File: src/rtl/alu_pkg.sv
// Shared types and single-cycle result helpers for the alu_muldiv block.
// Helpers work on 64-bit extended operands so one definition serves every WIDTH.
package alu_pkg;

    typedef enum logic [3:0] {
        OP_AND   = 4'd0,
        OP_OR    = 4'd1,
        OP_XOR   = 4'd2,
        OP_NOR   = 4'd3,
        OP_ADD   = 4'd4,
        OP_SUB   = 4'd5,
        OP_SLT   = 4'd6,
        OP_SLTU  = 4'd7,
        OP_SLL   = 4'd8,
        OP_SRL   = 4'd9,
        OP_SRA   = 4'd10,
        OP_MULT  = 4'd11,
        OP_MULTU = 4'd12,
        OP_DIV   = 4'd13,
        OP_DIVU  = 4'd14
    } alu_op_t;

    typedef enum logic [1:0] {
        IDLE = 2'd0,
        BUSY = 2'd1,
        FIX  = 2'd2,
        DONE = 2'd3
    } state_t;

    function automatic logic is_muldiv(alu_op_t op);
        return op inside {OP_MULT, OP_MULTU, OP_DIV, OP_DIVU};
    endfunction

    // as/bs are sign-extended, au/bu zero-extended; callers keep the low WIDTH bits.
    function automatic logic [63:0] alu_single(alu_op_t op,
                                               logic [63:0] as, logic [63:0] au,
                                               logic [63:0] bs, logic [63:0] bu,
                                               logic [5:0] sh);
        case (op)
            OP_AND:  return au & bu;
            OP_OR:   return au | bu;
            OP_XOR:  return au ^ bu;
            OP_NOR:  return ~(au | bu);
            OP_ADD:  return au + bu;
            OP_SUB:  return au - bu;
            OP_SLT:  return {63'b0, $signed(as) < $signed(bs)};
            OP_SLTU: return {63'b0, au < bu};
            OP_SLL:  return au << sh;
            OP_SRL:  return au >> sh;
            OP_SRA:  return 64'($signed(as) >>> sh);
            default: return 64'b0;
        endcase
    endfunction

    function automatic logic alu_overflow(alu_op_t op, logic a_msb, logic b_msb, logic r_msb);
        case (op)
            OP_ADD:  return (a_msb == b_msb) && (r_msb != a_msb);
            OP_SUB:  return (a_msb != b_msb) && (r_msb != a_msb);
            default: return 1'b0;
        endcase
    endfunction

endpackage

File: src/rtl/muldiv_iter.sv
// Iterative unsigned engine: shift-add multiply or restoring divide on operand
// magnitudes, one iteration per clock for WIDTH clocks after a start pulse.
module muldiv_iter #(
    parameter int WIDTH = 32
) (
    input  logic             clk,
    input  logic             reset,
    input  logic             start,
    input  logic             abort,
    input  logic             is_div,
    input  logic             is_signed,
    input  logic [WIDTH-1:0] a,
    input  logic [WIDTH-1:0] b,
    output logic             done,
    output logic [WIDTH-1:0] hi,
    output logic [WIDTH-1:0] lo
);

    localparam int CW = $clog2(WIDTH);
    localparam logic [CW-1:0] LAST = CW'(WIDTH - 1);

    logic             busy;
    logic             div_q;
    logic [CW-1:0]    cnt;
    logic [WIDTH-1:0] m_q;
    logic [WIDTH-1:0] mag_a;
    logic [WIDTH-1:0] mag_b;
    logic [WIDTH:0]   sum;
    logic [WIDTH:0]   rsh;
    logic [WIDTH:0]   diff;

    assign mag_a = (is_signed && a[WIDTH-1]) ? -a : a;
    assign mag_b = (is_signed && b[WIDTH-1]) ? -b : b;
    assign done  = busy && (cnt == LAST);

    // Multiply keeps {acc, multiplier} in {hi, lo}; divide keeps {remainder, quotient}.
    assign sum  = {1'b0, hi} + (lo[0] ? {1'b0, m_q} : '0);
    assign rsh  = {hi, lo[WIDTH-1]};
    assign diff = rsh - {1'b0, m_q};

    // NOTE: sequential state uses non-blocking assignments so every register
    // samples pre-edge values regardless of statement order.
    always_ff @(posedge clk or negedge reset) begin
        if (!reset) begin
            busy  <= 1'b0;
            div_q <= 1'b0;
            cnt   <= '0;
            m_q   <= '0;
            hi    <= '0;
            lo    <= '0;
        end else if (abort) begin
            busy <= 1'b0;
        end else if (start) begin
            busy  <= 1'b1;
            cnt   <= '0;
            div_q <= is_div;
            hi    <= '0;
            lo    <= is_div ? mag_a : mag_b;
            m_q   <= is_div ? mag_b : mag_a;
        end else if (busy) begin
            cnt <= cnt + 1'b1;
            if (done)
                busy <= 1'b0;
            if (div_q) begin
                // A clear borrow bit means the divisor fits: keep the difference.
                if (!diff[WIDTH]) begin
                    hi <= diff[WIDTH-1:0];
                    lo <= {lo[WIDTH-2:0], 1'b1};
                end else begin
                    hi <= rsh[WIDTH-1:0];
                    lo <= {lo[WIDTH-2:0], 1'b0};
                end
            end else begin
                hi <= sum[WIDTH:1];
                lo <= {sum[0], lo[WIDTH-1:1]};
            end
        end
    end

endmodule

File: src/rtl/alu_muldiv.sv
// ALU with single-cycle logic/arith/shift ops and an iterative multiply/divide,
// behind a valid/ready request and result handshake.
module alu_muldiv
    import alu_pkg::*;
#(
    parameter int WIDTH = 32
) (
    input  logic             clk,
    input  logic             reset,
    input  logic             in_valid,
    output logic             in_ready,
    input  alu_op_t          op,
    input  logic [WIDTH-1:0] a,
    input  logic [WIDTH-1:0] b,
    input  logic             flush,
    output logic             out_valid,
    input  logic             out_ready,
    output logic [WIDTH-1:0] result_lo,
    output logic [WIDTH-1:0] result_hi,
    output logic             overflow,
    output logic             zero
);

    localparam int SHW = $clog2(WIDTH);

    state_t             state_q, state_d;
    logic               accept;
    alu_op_t            op_q;
    logic [WIDTH-1:0]   a_q, b_q;
    logic [WIDTH-1:0]   single_r;
    logic               single_ovf;
    logic               iter_done;
    logic [WIDTH-1:0]   iter_hi, iter_lo;
    logic [2*WIDTH-1:0] prod;
    logic [WIDTH-1:0]   quo, rem;
    logic [WIDTH-1:0]   fix_lo, fix_hi;

    assign in_ready  = (state_q == IDLE) || ((state_q == DONE) && out_ready);
    assign accept    = in_valid && in_ready && !flush;
    assign out_valid = (state_q == DONE);
    assign zero      = (result_lo == '0);

    assign single_r = WIDTH'(alu_single(op, 64'($signed(a)), 64'(a),
                                        64'($signed(b)), 64'(b), 6'(b[SHW-1:0])));
    assign single_ovf = alu_overflow(op, a[WIDTH-1], b[WIDTH-1], single_r[WIDTH-1]);

    muldiv_iter #(.WIDTH(WIDTH)) u_iter (
        .clk       (clk),
        .reset     (reset),
        .start     (accept && is_muldiv(op)),
        .abort     (flush),
        .is_div    (op inside {OP_DIV, OP_DIVU}),
        .is_signed (op inside {OP_MULT, OP_DIV}),
        .a         (a),
        .b         (b),
        .done      (iter_done),
        .hi        (iter_hi),
        .lo        (iter_lo)
    );

    always_ff @(posedge clk or negedge reset) begin
        if (!reset)
            state_q <= IDLE;
        else
            state_q <= state_d;
    end

    // NOTE: every combinational output gets a default first so no path infers a latch.
    always_comb begin
        state_d = state_q;
        case (state_q)
            IDLE:    if (accept) state_d = is_muldiv(op) ? BUSY : DONE;
            BUSY:    if (iter_done) state_d = FIX;
            FIX:     state_d = DONE;
            DONE: begin
                if (out_ready)
                    state_d = accept ? (is_muldiv(op) ? BUSY : DONE) : IDLE;
            end
            default: state_d = IDLE;
        endcase
        if (flush)
            state_d = IDLE;
    end

    // Sign correction of the unsigned engine result, applied during FIX.
    always_comb begin
        prod   = {iter_hi, iter_lo};
        quo    = iter_lo;
        rem    = iter_hi;
        fix_lo = '0;
        fix_hi = '0;
        if (op_q inside {OP_MULT, OP_MULTU}) begin
            if ((op_q == OP_MULT) && (a_q[WIDTH-1] ^ b_q[WIDTH-1]))
                prod = -prod;
            fix_hi = prod[2*WIDTH-1:WIDTH];
            fix_lo = prod[WIDTH-1:0];
        end else if (b_q == '0) begin
            fix_lo = '1;
            fix_hi = a_q;
        end else begin
            if (op_q == OP_DIV) begin
                if (a_q[WIDTH-1] ^ b_q[WIDTH-1])
                    quo = -quo;
                if (a_q[WIDTH-1])
                    rem = -rem;
            end
            fix_lo = quo;
            fix_hi = rem;
        end
    end

    // Result registers change only on acceptance or in FIX, so DONE holds them stable.
    always_ff @(posedge clk or negedge reset) begin
        if (!reset) begin
            op_q      <= OP_AND;
            a_q       <= '0;
            b_q       <= '0;
            result_lo <= '0;
            result_hi <= '0;
            overflow  <= 1'b0;
        end else begin
            if (accept) begin
                op_q <= op;
                a_q  <= a;
                b_q  <= b;
                if (!is_muldiv(op)) begin
                    result_lo <= single_r;
                    result_hi <= '0;
                    overflow  <= single_ovf;
                end
            end
            if (state_q == FIX) begin
                result_lo <= fix_lo;
                result_hi <= fix_hi;
                overflow  <= 1'b0;
            end
        end
    end

endmodule
File: config.mk
export PLATFORM = sky130hd
export DESIGN_NAME = alu_muldiv
export DESIGN_NICKNAME = d
export VERILOG_FILES = /design/src/rtl/alu_pkg.sv /design/src/rtl/muldiv_iter.sv /design/src/rtl/alu_muldiv.sv
export SDC_FILE = /design/constraint.sdc
export NUM_CORES = 1
export LEC_CHECK = 0
export CORE_ASPECT_RATIO = 1.25
export CORE_MARGIN = 4
export CORE_UTILIZATION = 57
export DETAILED_ROUTE_END_ITERATION = 10
export GPL_TIMING_DRIVEN = 1
export PLACE_DENSITY = 0.79
export SETUP_SLACK_MARGIN = 0.5
export SLEW_MARGIN = 20
export SYNTH_ARGS = -nofsm -noshare
export SYNTH_HDL_FRONTEND = slang
export SYNTH_HIERARCHICAL = 1
export SYNTH_SLANG_ARGS = --single-unit
File: constraint.sdc
create_clock -name clk -period 3.17 [get_ports clk]
set_input_delay 0.317 -clock clk [delete_from_list [all_inputs] [get_ports clk]]
set_output_delay 0.317 -clock clk [all_outputs]
set_load 0.03 [all_outputs]
==> results of run 1 <==
## cell usage after synthesis (29+ instances only)
cell | n | area [sq um]
sky130_fd_sc_hd__nand2b_1 | 35 | 219
sky130_fd_sc_hd__o211ai_1 | 49 | 368
sky130_fd_sc_hd__or3_1 | 29 | 181
sky130_fd_sc_hd__ha_1 | 169 | 2110
sky130_fd_sc_hd__a21o_1 | 43 | 323
sky130_fd_sc_hd__buf_1 | 37 | 139
sky130_fd_sc_hd__nor4_1 | 45 | 282
sky130_fd_sc_hd__xnor2_1 | 110 | 963
sky130_fd_sc_hd__xor2_1 | 78 | 683
sky130_fd_sc_hd__a22oi_1 | 30 | 225
sky130_fd_sc_hd__and2_1 | 49 | 307
sky130_fd_sc_hd__o31ai_1 | 34 | 255
sky130_fd_sc_hd__clkbuf_1 | 199 | 747
sky130_fd_sc_hd__nand2_1 | 418 | 1570
sky130_fd_sc_hd__mux4_2 | 30 | 676
sky130_fd_sc_hd__nand3_1 | 61 | 305
sky130_fd_sc_hd__a211oi_1 | 67 | 503
sky130_fd_sc_hd__o22ai_1 | 45 | 282
sky130_fd_sc_hd__nor3_1 | 95 | 475
sky130_fd_sc_hd__nor2_1 | 351 | 1320
sky130_fd_sc_hd__nand4_1 | 29 | 181
sky130_fd_sc_hd__nor2b_1 | 39 | 244
sky130_fd_sc_hd__inv_1 | 169 | 634
sky130_fd_sc_hd__o21ai_0 | 385 | 1930
sky130_fd_sc_hd__dfrtp_1 | 238 | 5960
sky130_fd_sc_hd__a31oi_1 | 50 | 313
sky130_fd_sc_hd__a21oi_1 | 408 | 2040
sky130_fd_sc_hd__mux2i_1 | 127 | 1270
## through the flow
stage / setup TNS (ns) / setup WS (ns) / hold slack, ns / cells / cell area [sq um]
after floorplan: 0 / 0.210 / 0.0214 / 3836 / 28600
after CTS: 0 / 0.0604 / 0.161 / 5216 / 38000
after global placement: -5.55 / -0.499 / 0.268 / 5109 / 35600
after detailed placement: -8.44 / -0.587 / 0.273 / 5109 / 35600
## cell families after synthesis
kind of cell | after synthesis | synth area share (%)
compound gates | 1363 | 30.0
fa+ha+maj | 173 | 7.83
buf+inv | 440 | 6.10
simple gates | 1254 | 21.1
mux | 180 | 7.88
flops | 238 | 21.2
xor+xnor | 188 | 5.88
## layer usage
layer / track usage (%) / GRT overflow
met5: 22.2 / 0
met4: 74.8 / 34
met3: 56.5 / 0
met2: 90.0 / 36
met1: 74.0 / 0
## what timing repair did
action                     4_1_cts
cloned                           2
gates resized for setup        229
setup endpoints to repair       94
pin swaps                       95
hold endpoints to repair        47
setup buffers                   50
hold buffers                     1
==> impl.org, run 1 <==
** GRT
- Global routing used between 70 and 80% of the available tracks across all layers.
- Global-route congestion overflow total :: 70
- Entering global routing, the biggest net connects 95 pins.

** Floorplan
- X dimension of the die :: between 200 and 250 microns
- For this configuration, the core starts out at a cell density of between 50% and 60%.
- Die extent in y :: between 200 and 300 microns
- IO Pins :: 141
- Number of placement rows :: 90

** Synthesis
- Flip-flop cell with the highest count after synthesis :: sky130_fd_sc_hd__dfrtp_1
- In the synthesized netlist, the number of instances is between 3000 and 4000.
- The number of nets handed over by synthesis was a little over 4000.
- Netlist cell types :: about 100
- Each instance of the synthesized netlist takes up on average 7.31 sq um.
- Part of the Yosys area used for sequential elements :: a little over a fifth
- The mapped netlist covers between 20000 and 30000 sq um.
- Number of enable flip-flop cells after synthesis :: 0
- Ys Warns :: 6
- Synthesis inferred 238 register bits.
- For this run, asynchronously set or reset flops after synthesis account for 100%.

** Timing
- When the last timing repair stopped, the worst path ended at u_iter/hi[28]$_DFFE_PN0P_/D.
- Worst endpoint type :: register input

** Placement
- Port buffering added 140 buffers.
- HPWL reported at the end of detailed placement :: ~120000 microns
- GP Congestion :: ~1.3

** CTS
- Clock net sink count :: between 200 and 250
- Number of levels in the clock H-tree :: 1
- TritonCTS created 29 clock buffers.
- The clock passes through at most 3 buffers.
- Clock tree synthesis selected as its root buffer the cell sky130_fd_sc_hd__clkbuf_16.

** Run status
- First error :: [ERROR GRT-0232] Routing congestion too high. Check the congestion heatmap in the GUI.
- Failing step :: global routing
- Status :: aborted with a tool error
==> run 2, diff against run 1 <==
CORE_ASPECT_RATIO = default   (was 1.25)
CORE_UTILIZATION = 40   (was 57)
PLACE_DENSITY = default   (was 0.79)
PLACE_DENSITY_LB_ADDON = 0.15   (was default)
SETUP_SLACK_MARGIN = default   (was 0.5)
clock period = 4.1 ns   (was 3.17 ns; I/O delays follow)
==> impl.org, run 2 <==
** Synthesis
- After synthesis the netlist holds a flip-flop and latch count of between 200 and 250.
- Yosys instantiated no cell more often than sky130_fd_sc_hd__nand2_1.
- The largest total area in the synthesized netlist belongs to sky130_fd_sc_hd__dfrtp_1.
- Number of enable flip-flop cells after synthesis :: 0
- A synthesized cell averages around 7.3 sq um.
- After synthesis, the netlist uses approximately 100 different library cells.
- Netlist area before placement :: 28000 sq um
- Most instantiated cells after synthesis :: sky130_fd_sc_hd__nand2_1, sky130_fd_sc_hd__a21oi_1, sky130_fd_sc_hd__o21ai_0
- Part of the Yosys area used for sequential elements :: 21.3%
- Number of instances in the synthesized netlist :: between 3000 and 4000
- Ys Warns :: 6
- Leading cell types by total area after synthesis :: sky130_fd_sc_hd__dfrtp_1, sky130_fd_sc_hd__ha_1, sky130_fd_sc_hd__a21oi_1, sky130_fd_sc_hd__o21ai_0, sky130_fd_sc_hd__nand2_1
- Fraction of registers with async set/reset :: 100%
- Of the post-synthesis cell area, the dominant cell type holds 21.3%.
- The number of nets handed over by synthesis was between 4000 and 5000.
- Among all flip-flop cells after synthesis, the most frequent one is sky130_fd_sc_hd__dfrtp_1.

** CTS
- Clock-pin slew was measured on the worst setup and hold paths at 0.06 ns.
- The H-tree was split into 2 levels.
- The root buffer cell chosen for the clock tree is sky130_fd_sc_hd__clkbuf_16.
- The later pin in the worst-skew pair is clocked with a latency of approximately 0.58 ns.
- The number of clock buffers added by TritonCTS is 34.
- The clock net in this run drives a total of between 200 and 250 sinks.
- Buffer levels on the longest clock path :: 3
- CTS resizes :: 0
- Clock tree from TritonCTS :: yes

** Timing
- Maximum operating frequency :: between 200 and 300 MHz
- Final hold violation count :: 0
- After layout, the minimum clock period comes to 3.92 ns.
- Share of the clock period used by the worst path after layout :: 95.6%
- Summed over all failing endpoints, the final setup total negative slack is 0 ns.
- The worst pin sits at a relative slew slack of between 20% and 30%.
- Setup violations remaining at the end of the flow were counted as 0.
- On the final layout, the worst clock skew is between 0.03 and 0.04 ns.
- Fin Hold WS :: approximately 0.27 ns
- Number of pins with negative max-slew slack in the final report :: 0
- Setup repair after global routing missed its margin :: no
- At the pin with the least slew margin, the transition time is around 1.2 ns.

** Routing
- For this run, design rule violations remaining after detail routing come to 0.
- Antenna Violating Nets Remaining :: 0
- The final route contains about 32000 vias.
- The routed design has about 150000 microns of wire.
- The first detailed-routing pass ran for 6 iterations.
- After detailed routing, the average wire length per cell comes to ~29 microns.
- Starting DRC count in detailed routing :: 3935
- Average via count per standard cell :: between 6 and 7

** Hold path
- The worst hold path belongs to the class input port to register.
- Worst hold path cell count :: 3
- Endpoint with the worst hold slack :: b_q[1]$_DFFE_PN0P_
- In this run the most critical hold path is launched from b[1].

** GRT
- Global routing used roughly 39% of the available tracks.
- The via count of the first global-routing pass was 30300.
- Global-route congestion overflow total :: 0
- Entering global routing, the biggest net connects between 80 and 90 pins.
- The initial antenna violation count was 16.
- First-pass GRT wire length :: 213000 microns

** Worst setup path
- For this run, the slowest stage of the critical path takes 0.66 ns.
- Depth of the most critical reg-to-reg path :: 13
- On the critical path, the stage with the largest delay is an instance of sky130_fd_sc_hd__dfrtp_1.
- The worst setup path is captured at a register.
- Startpoint kind of the worst setup timing path :: register
- The worst register-to-register path has a setup slack of approximately 0.18 ns.
- Path type of the worst setup path :: register to register
- For the worst setup path, the data arrival time is 4.32 ns.
- The endpoint identified for the worst register-to-register timing path is u_iter/hi[29]$_DFFE_PN0P_.
- Family of cells with the greatest summed delay on the critical path :: compound AO/OA/AOI/OAI gates
- FF-to-FF Start :: u_iter/lo[0]$_DFFE_PN0P_
- Data required time of the critical path :: about 4.5 ns
- Walking the worst path, the cells encountered are and2_1 -> ha_1 -> inv_1 -> fa_1 -> nand2b_1 -> a21oi_1 -> o21ai_0 -> a21oi_1 -> a41oi_1 -> o211ai_1 -> xor2_1 -> a22oi_1 -> o21ai_0.
- Top fanout value on the critical path :: 8
- Counting both buffers and inverters, the worst setup path holds a total of 1.

** Final layout
- Commonest non-fill, non-tap cell in the layout :: sky130_fd_sc_hd__nand2_1
- At the end of the flow, the number of nets in the layout was approximately 4300.
- The sequential cells in the finished layout cover a total of 5960 sq um.
- Final-layout fill cell count :: 7035
- Ratio of cells with drive above 1 in the final layout :: roughly 13%
- Once layout is complete, the cells apart from fillers number 5052.
- In the final layout, the multi-input gates occupy roughly 20000 sq um.
- Highest-count cells in the layout ignoring fill and taps :: sky130_fd_sc_hd__nand2_1, sky130_fd_sc_hd__a21oi_1, sky130_fd_sc_hd__o21ai_0
- The area growth from synthesis to layout is 19.9%.

** Flow run
- Max-cap violations in this run came to 0.

** Placement
- Once placement completed, the tool counted placed cells totaling roughly 5000.
- IO buf count :: 140
- At the end of routability-driven placement, the weighted congestion stood at between 1 and 1.5.
- HPWL reported at the end of detailed placement :: approximately 120000 microns

** Power
- Peak supply drop :: 0.282 mV
- Power dissipated by switching net loads :: ~5.9 mW
- Portion of total power attributed to combinational logic :: a little under half
- The share of total power dissipated in the clock network is 25.8%.
- Dividing total power by cell area gives a power density of just under 400 nW/um^2.
- Cell Int Power :: about 7 mW
- The analysis attributes to cell leakage a power of 14.6 nW.
- Switching part of the total power :: 45.0%
- Sequential cell fraction of total power :: a little over a quarter

** Floorplan
- X dimension of the die :: between 200 and 300 microns
- After floorplanning, the core was divided into 96 placement rows.
- Core area :: ~69000 sq um
- From bottom edge to top edge, the die measures between 200 and 300 microns.
- During I/O placement, the number of pins put on the boundary was around 140.
- Effective utilization at floorplan :: about two fifths
- Die area :: approximately 74000 sq um

** Run status
- The flow ran to the end, and the final reports show no timing, DRC or antenna violations.
[run 2: logic make-up after synthesis]
group           after synthesis  synth area share, %
compound gates             1363                 30.0
xor+xnor                    188                 5.88
simple gates               1254                 21.1
flops                       238                 21.2
fa+ha+maj                   173                 7.83
mux                         180                 7.88
buf+inv                     440                 6.10
[run 2: timing repair]
action                     4_1_cts  5_1_grt
hold endpoints to repair        78        0
setup endpoints to repair        0        0
setup buffers                    0        0
hold buffers                     1        0
[run 2: power groups by stage]
| stage | clock network, mW | logic, mW | registers, mW |
|---|---|---|---|
| 2_1_floorplan | 0 | 3.43 | 3.54 |
| 6_report | 3.38 | 6.14 | 3.56 |
| 5_1_grt | 3.52 | 6.58 | 3.60 |
| 4_1_cts | 3.44 | 6.00 | 3.53 |
| 3_3_place_gp | 0 | 5.98 | 3.56 |
| 3_5_place_dp | 0 | 5.97 | 3.56 |
[run 2: worst max-delay path by stage]
stage | from | to | slack [ns] | cells past startpoint
6_report | u_iter/lo[0]$_DFFE_PN0P_ | u_iter/hi[29]$_DFFE_PN0P_ | 0.18 | 13
5_1_grt | u_iter/lo[0]$_DFFE_PN0P_ | u_iter/hi[29]$_DFFE_PN0P_ | 0.02 | 13
4_1_cts | u_iter/lo[0]$_DFFE_PN0P_ | u_iter/hi[29]$_DFFE_PN0P_ | 0.34 | 13
3_5_place_dp | a[0] | result_lo[30]$_DFFE_PN0P_ | -0.07 | 17
3_3_place_gp | a[0] | result_lo[30]$_DFFE_PN0P_ | -0.02 | 17
2_1_floorplan | b[2] | result_lo[29]$_DFFE_PN0P_ | 0.12 | 16
[run 2: through the flow]
stage	cell area, sq um	utilization (%)	setup slack [ns]	power [mW]
final	33600	48.7	0.182	13.1
after global placement	32400	46.9	-0.0183	9.54
after global routing	33600	48.7	0.0226	13.7
after detailed placement	32400	46.9	-0.0689	9.53
after CTS	33600	48.7	0.338	13.0
after floorplan	28000	-	0.116	6.97
[run 2: area by class of cell]
cell class | instances | share of cell area, %
multi-input combinational | 3158 | 60.8
sequential | 238 | 17.7
timing repair buffer | 491 | 12.5
tap | 931 | 3.47
clock buffer | 42 | 2.71
inverter | 175 | 1.95
clock inverter | 16 | 0.919
antenna | 1 | 0.00744
[run 2: tightest hold or removal path, delay by kind of cell]
| family | cells | cell delay (ns) |
|---|---|---|
| AO/OA/AOI/OAI | 1 | 0.11 |
| buffers and inverters | 2 | 0.26 |
[run 2: per-layer routing]
layer / vias up / GRT usage (%) / wire length (microns)
li1: 14500 / - / -
met1: 15300 / 51.3 / 60800
met2: 1783 / 56.9 / 61500
met3: 387 / 8.44 / 14500
met4: 2 / 24.2 / 11500
met5: - / 0 / 13
(Power assumes the default switching activity.)
==> run 3, diff against run 2 <==
CORE_UTILIZATION = 35   (was 40)
PLACE_DENSITY = 0.58   (was default)
PLACE_DENSITY_LB_ADDON = default   (was 0.15)
==> impl.org, run 3 (synthesized netlist as in run 2, its figures left out) <==
** Worst setup path
- Setup crit end kind :: register
- The slowest stage of the critical path is the sky130_fd_sc_hd__dfrtp_1 cell.
- Top fanout value on the critical path :: 9
- For the worst setup path, the data arrival time is approximately 4.3 ns.
- In this design, the stage delay of the slowest critical-path cell is roughly 0.54 ns.
- Traced cell by cell, the critical path runs through inv_1 -> ha_1 -> nor3b_1 -> nand4_1 -> buf_4 -> nor3_1 -> nand2_1 -> or2_0 -> o21ai_1 -> o21ai_0 -> a221oi_1 -> a21o_1.
- At the worst endpoint, the required time is approximately 4.6 ns.
- FF-to-FF Start :: u_iter/lo[0]$_DFFE_PN0P_
- Path type of the worst setup path :: register to register
- STA classifies the critical path startpoint as a register.
- The critical path starts at u_iter/lo[0]$_DFFE_PN0P_.
- Worst R2R Setup Slack :: approximately 0.27 ns

** GRT
- Global routing consumed, over all layers together, roughly 32% of the routing resources.
- Met1 track utilization from global routing :: a little under half
- Global routing used between 40% and 50% of the available met2 tracks.
- In the global route stage, met3 resource usage came out at 8.33%.
- The initial antenna violation count is 9.
- Entering global routing, the biggest net connects 94 pins.
- Number of global-route vias before repair :: just under 30000
- Global-route congestion overflow total :: 0
- GRT Max-Usage Layer :: met2
- The first global-routing pass estimated just over 200000 microns of wire.

** Final layout
- Once layout is complete, the cells apart from fillers number just over 5000.
- The net count of the finished layout is around 4300.
- Final-layout fill cell count :: ~8300
- Compared with the post-synthesis result, the final layout area differs by 20.0%.
- Highest-count cells in the layout ignoring fill and taps :: sky130_fd_sc_hd__nand2_1, sky130_fd_sc_hd__a21oi_1, sky130_fd_sc_hd__o21ai_0
- The finished cells cover between 30000 and 40000 sq um.
- In the final layout, the share of cells above drive strength 1 is ~13%.
- Layout Utilization :: 42.5%
- Commonest non-fill, non-tap cell in the layout :: sky130_fd_sc_hd__nand2_1

** Timing
- The hold violation count in the final report was 0.
- Rel. slew slack :: roughly a quarter
- Total Negative Setup Slacks :: 0 ns
- Setup violations remaining at the end of the flow were counted as 0.
- Shortest period the worst path allows :: about 3.8 ns
- Setup repair after global routing left no endpoint under its margin.
- Hold is met by 0.411 ns.
- The clock arrives with between 0.03 and 0.04 ns of skew.
- The total count of max-transition violations in the final report was 0.
- Derived from the worst setup path, the maximum achievable clock frequency is between 200 and 300 MHz.
- Share of the clock period used by the worst path after layout :: slightly above 90%
- At the pin with the least slew margin, the transition time is ~1.1 ns.

** Power
- Power spread over the standard cell area amounts to 384 nW/um^2.
- For this design the static power due to leakage is around 15 nW.
- Peak supply drop :: roughly 0.43 mV

** Placement
- Input and output buffers added on the ports amount to 140.
- GP Congestion :: between 1 and 1.5
- Detailed placement ended at an HPWL of about 110000 microns.
- Total instance count after detailed placement :: between 5000 and 6000
- After detailed placement, the total cell area comes to 32400 sq um.

** CTS
- In this run the deepest clock path goes through 3 buffers.
- Clock tree from TritonCTS :: yes
- Insertion delay to the later sink of the worst-skew pair :: just under 0.6 ns
- The H-tree was split into 2 levels.
- Clk slew on worst S/H paths :: 0.06 ns
- The cell sitting at the root of the clock tree is a sky130_fd_sc_hd__clkbuf_16.
- CTS saw about 240 sinks.
- CTS resizes :: 0
- Buffers inserted during clock tree synthesis total 35.
- The number of setup buffers added after CTS is 0.
- The number of hold buffers added after CTS was 1.

** Floorplan
- X dimension of the die :: a little under 300 microns
- Die extent in y :: between 200 and 300 microns
- Effective utilization at floorplan :: a little over a third
- IO Pins :: between 100 and 150
- Die area :: approximately 85000 sq um
- Core area :: a little under 80000 sq um
- The initialized floorplan defines between 100 and 150 standard-cell rows.

** Routing
- For this block, the via count after detailed routing is ~32000.
- Starting DRC count in detailed routing :: about 4400
- Average via count per standard cell :: 6.16
- The count of nets left with antenna violations once routing finished came out at 0.
- Total wire length after detailed routing :: around 140000 microns
- After detailed routing, the average wire length per cell comes to 27.6 microns.
- Residual DRC count :: 0
- For this run, the detailed router's first-pass iteration total came to 6.

** Run status
- The flow ran to the end, and the final reports show no timing, DRC or antenna violations.

** Flow run
- The tool flagged a number of max-cap violations equal to 0.

** Hold path
- The min-delay analysis places its worst path in the category input port to asynchronous set/reset pin.
run 3: changes by cell type in the layout (fill, tap and decap cells not counted), sizes merged:
cell and delta:
clkinv +3, inv -2, buf -3, clkinvlp +2
bufinv -2, clkbuf +3, diode +2
run 3: metal layers:
metal,vias to the layer above,wire length [microns]
met5,-,20
met2,1828,57800
met4,2,7870
li1,14500,-
met3,288,15900
met1,15300,61300
run 3: where the power goes:
group	internal, mW	total (mW)	switching (mW)
clock	2.03	3.32	1.29
sequential	2.85	3.55	0.704
combinational	2.27	6.04	3.77
run 3: worst paths after layout:
| check | cells past startpoint | endpoint |
|---|---|---|
| worst max-delay path | 12 | result_hi[4]$_DFFE_PN0P_ |
| worst min-delay path | 2 | u_iter/lo[6]$_DFFE_PN0P_ |
| worst max register to register | 12 | result_hi[4]$_DFFE_PN0P_ |
| worst min register to register | 2 | result_hi[13]$_DFFE_PN0P_ |
| max in group asynchronous | 3 | result_hi[18]$_DFFE_PN0P_ |
| min in group clk | 2 | state_q[1]$_DFFE_PN0P_ |
run 3: worst max-delay path: cells and delay by family (launching register included):
kind	cells	cell delay, ns
AO/OA/AOI/OAI	4	1.01
flip-flops	1	0.54
adder cells (fa/ha/maj)	1	0.18
AND/OR/NAND/NOR	5	1.62
buffers and inverters	2	0.41
run 3: area by class of cell:
type | count | area [sq um] | share of cell area, %
multi-input cells | 3158 | 20400 | 60.7
flip-flops and latches | 238 | 5960 | 17.7
repair buffers | 488 | 4040 | 12.0
well taps | 1050 | 1310 | 3.91
clock buffers | 45 | 953 | 2.84
inverters | 175 | 657 | 1.95
clock inverters | 17 | 269 | 0.800
diodes | 3 | 7.51 | 0.0223
run 3: per-stage QoR:
stage / worst slack, ns / total power, mW
after floorplan: 0.116 / 6.97
after global placement: 0.122 / 9.42
after detailed placement: 0.0708 / 9.42
after CTS: 0.442 / 12.8
after global routing: 0.0222 / 13.5
final: 0.269 / 12.9
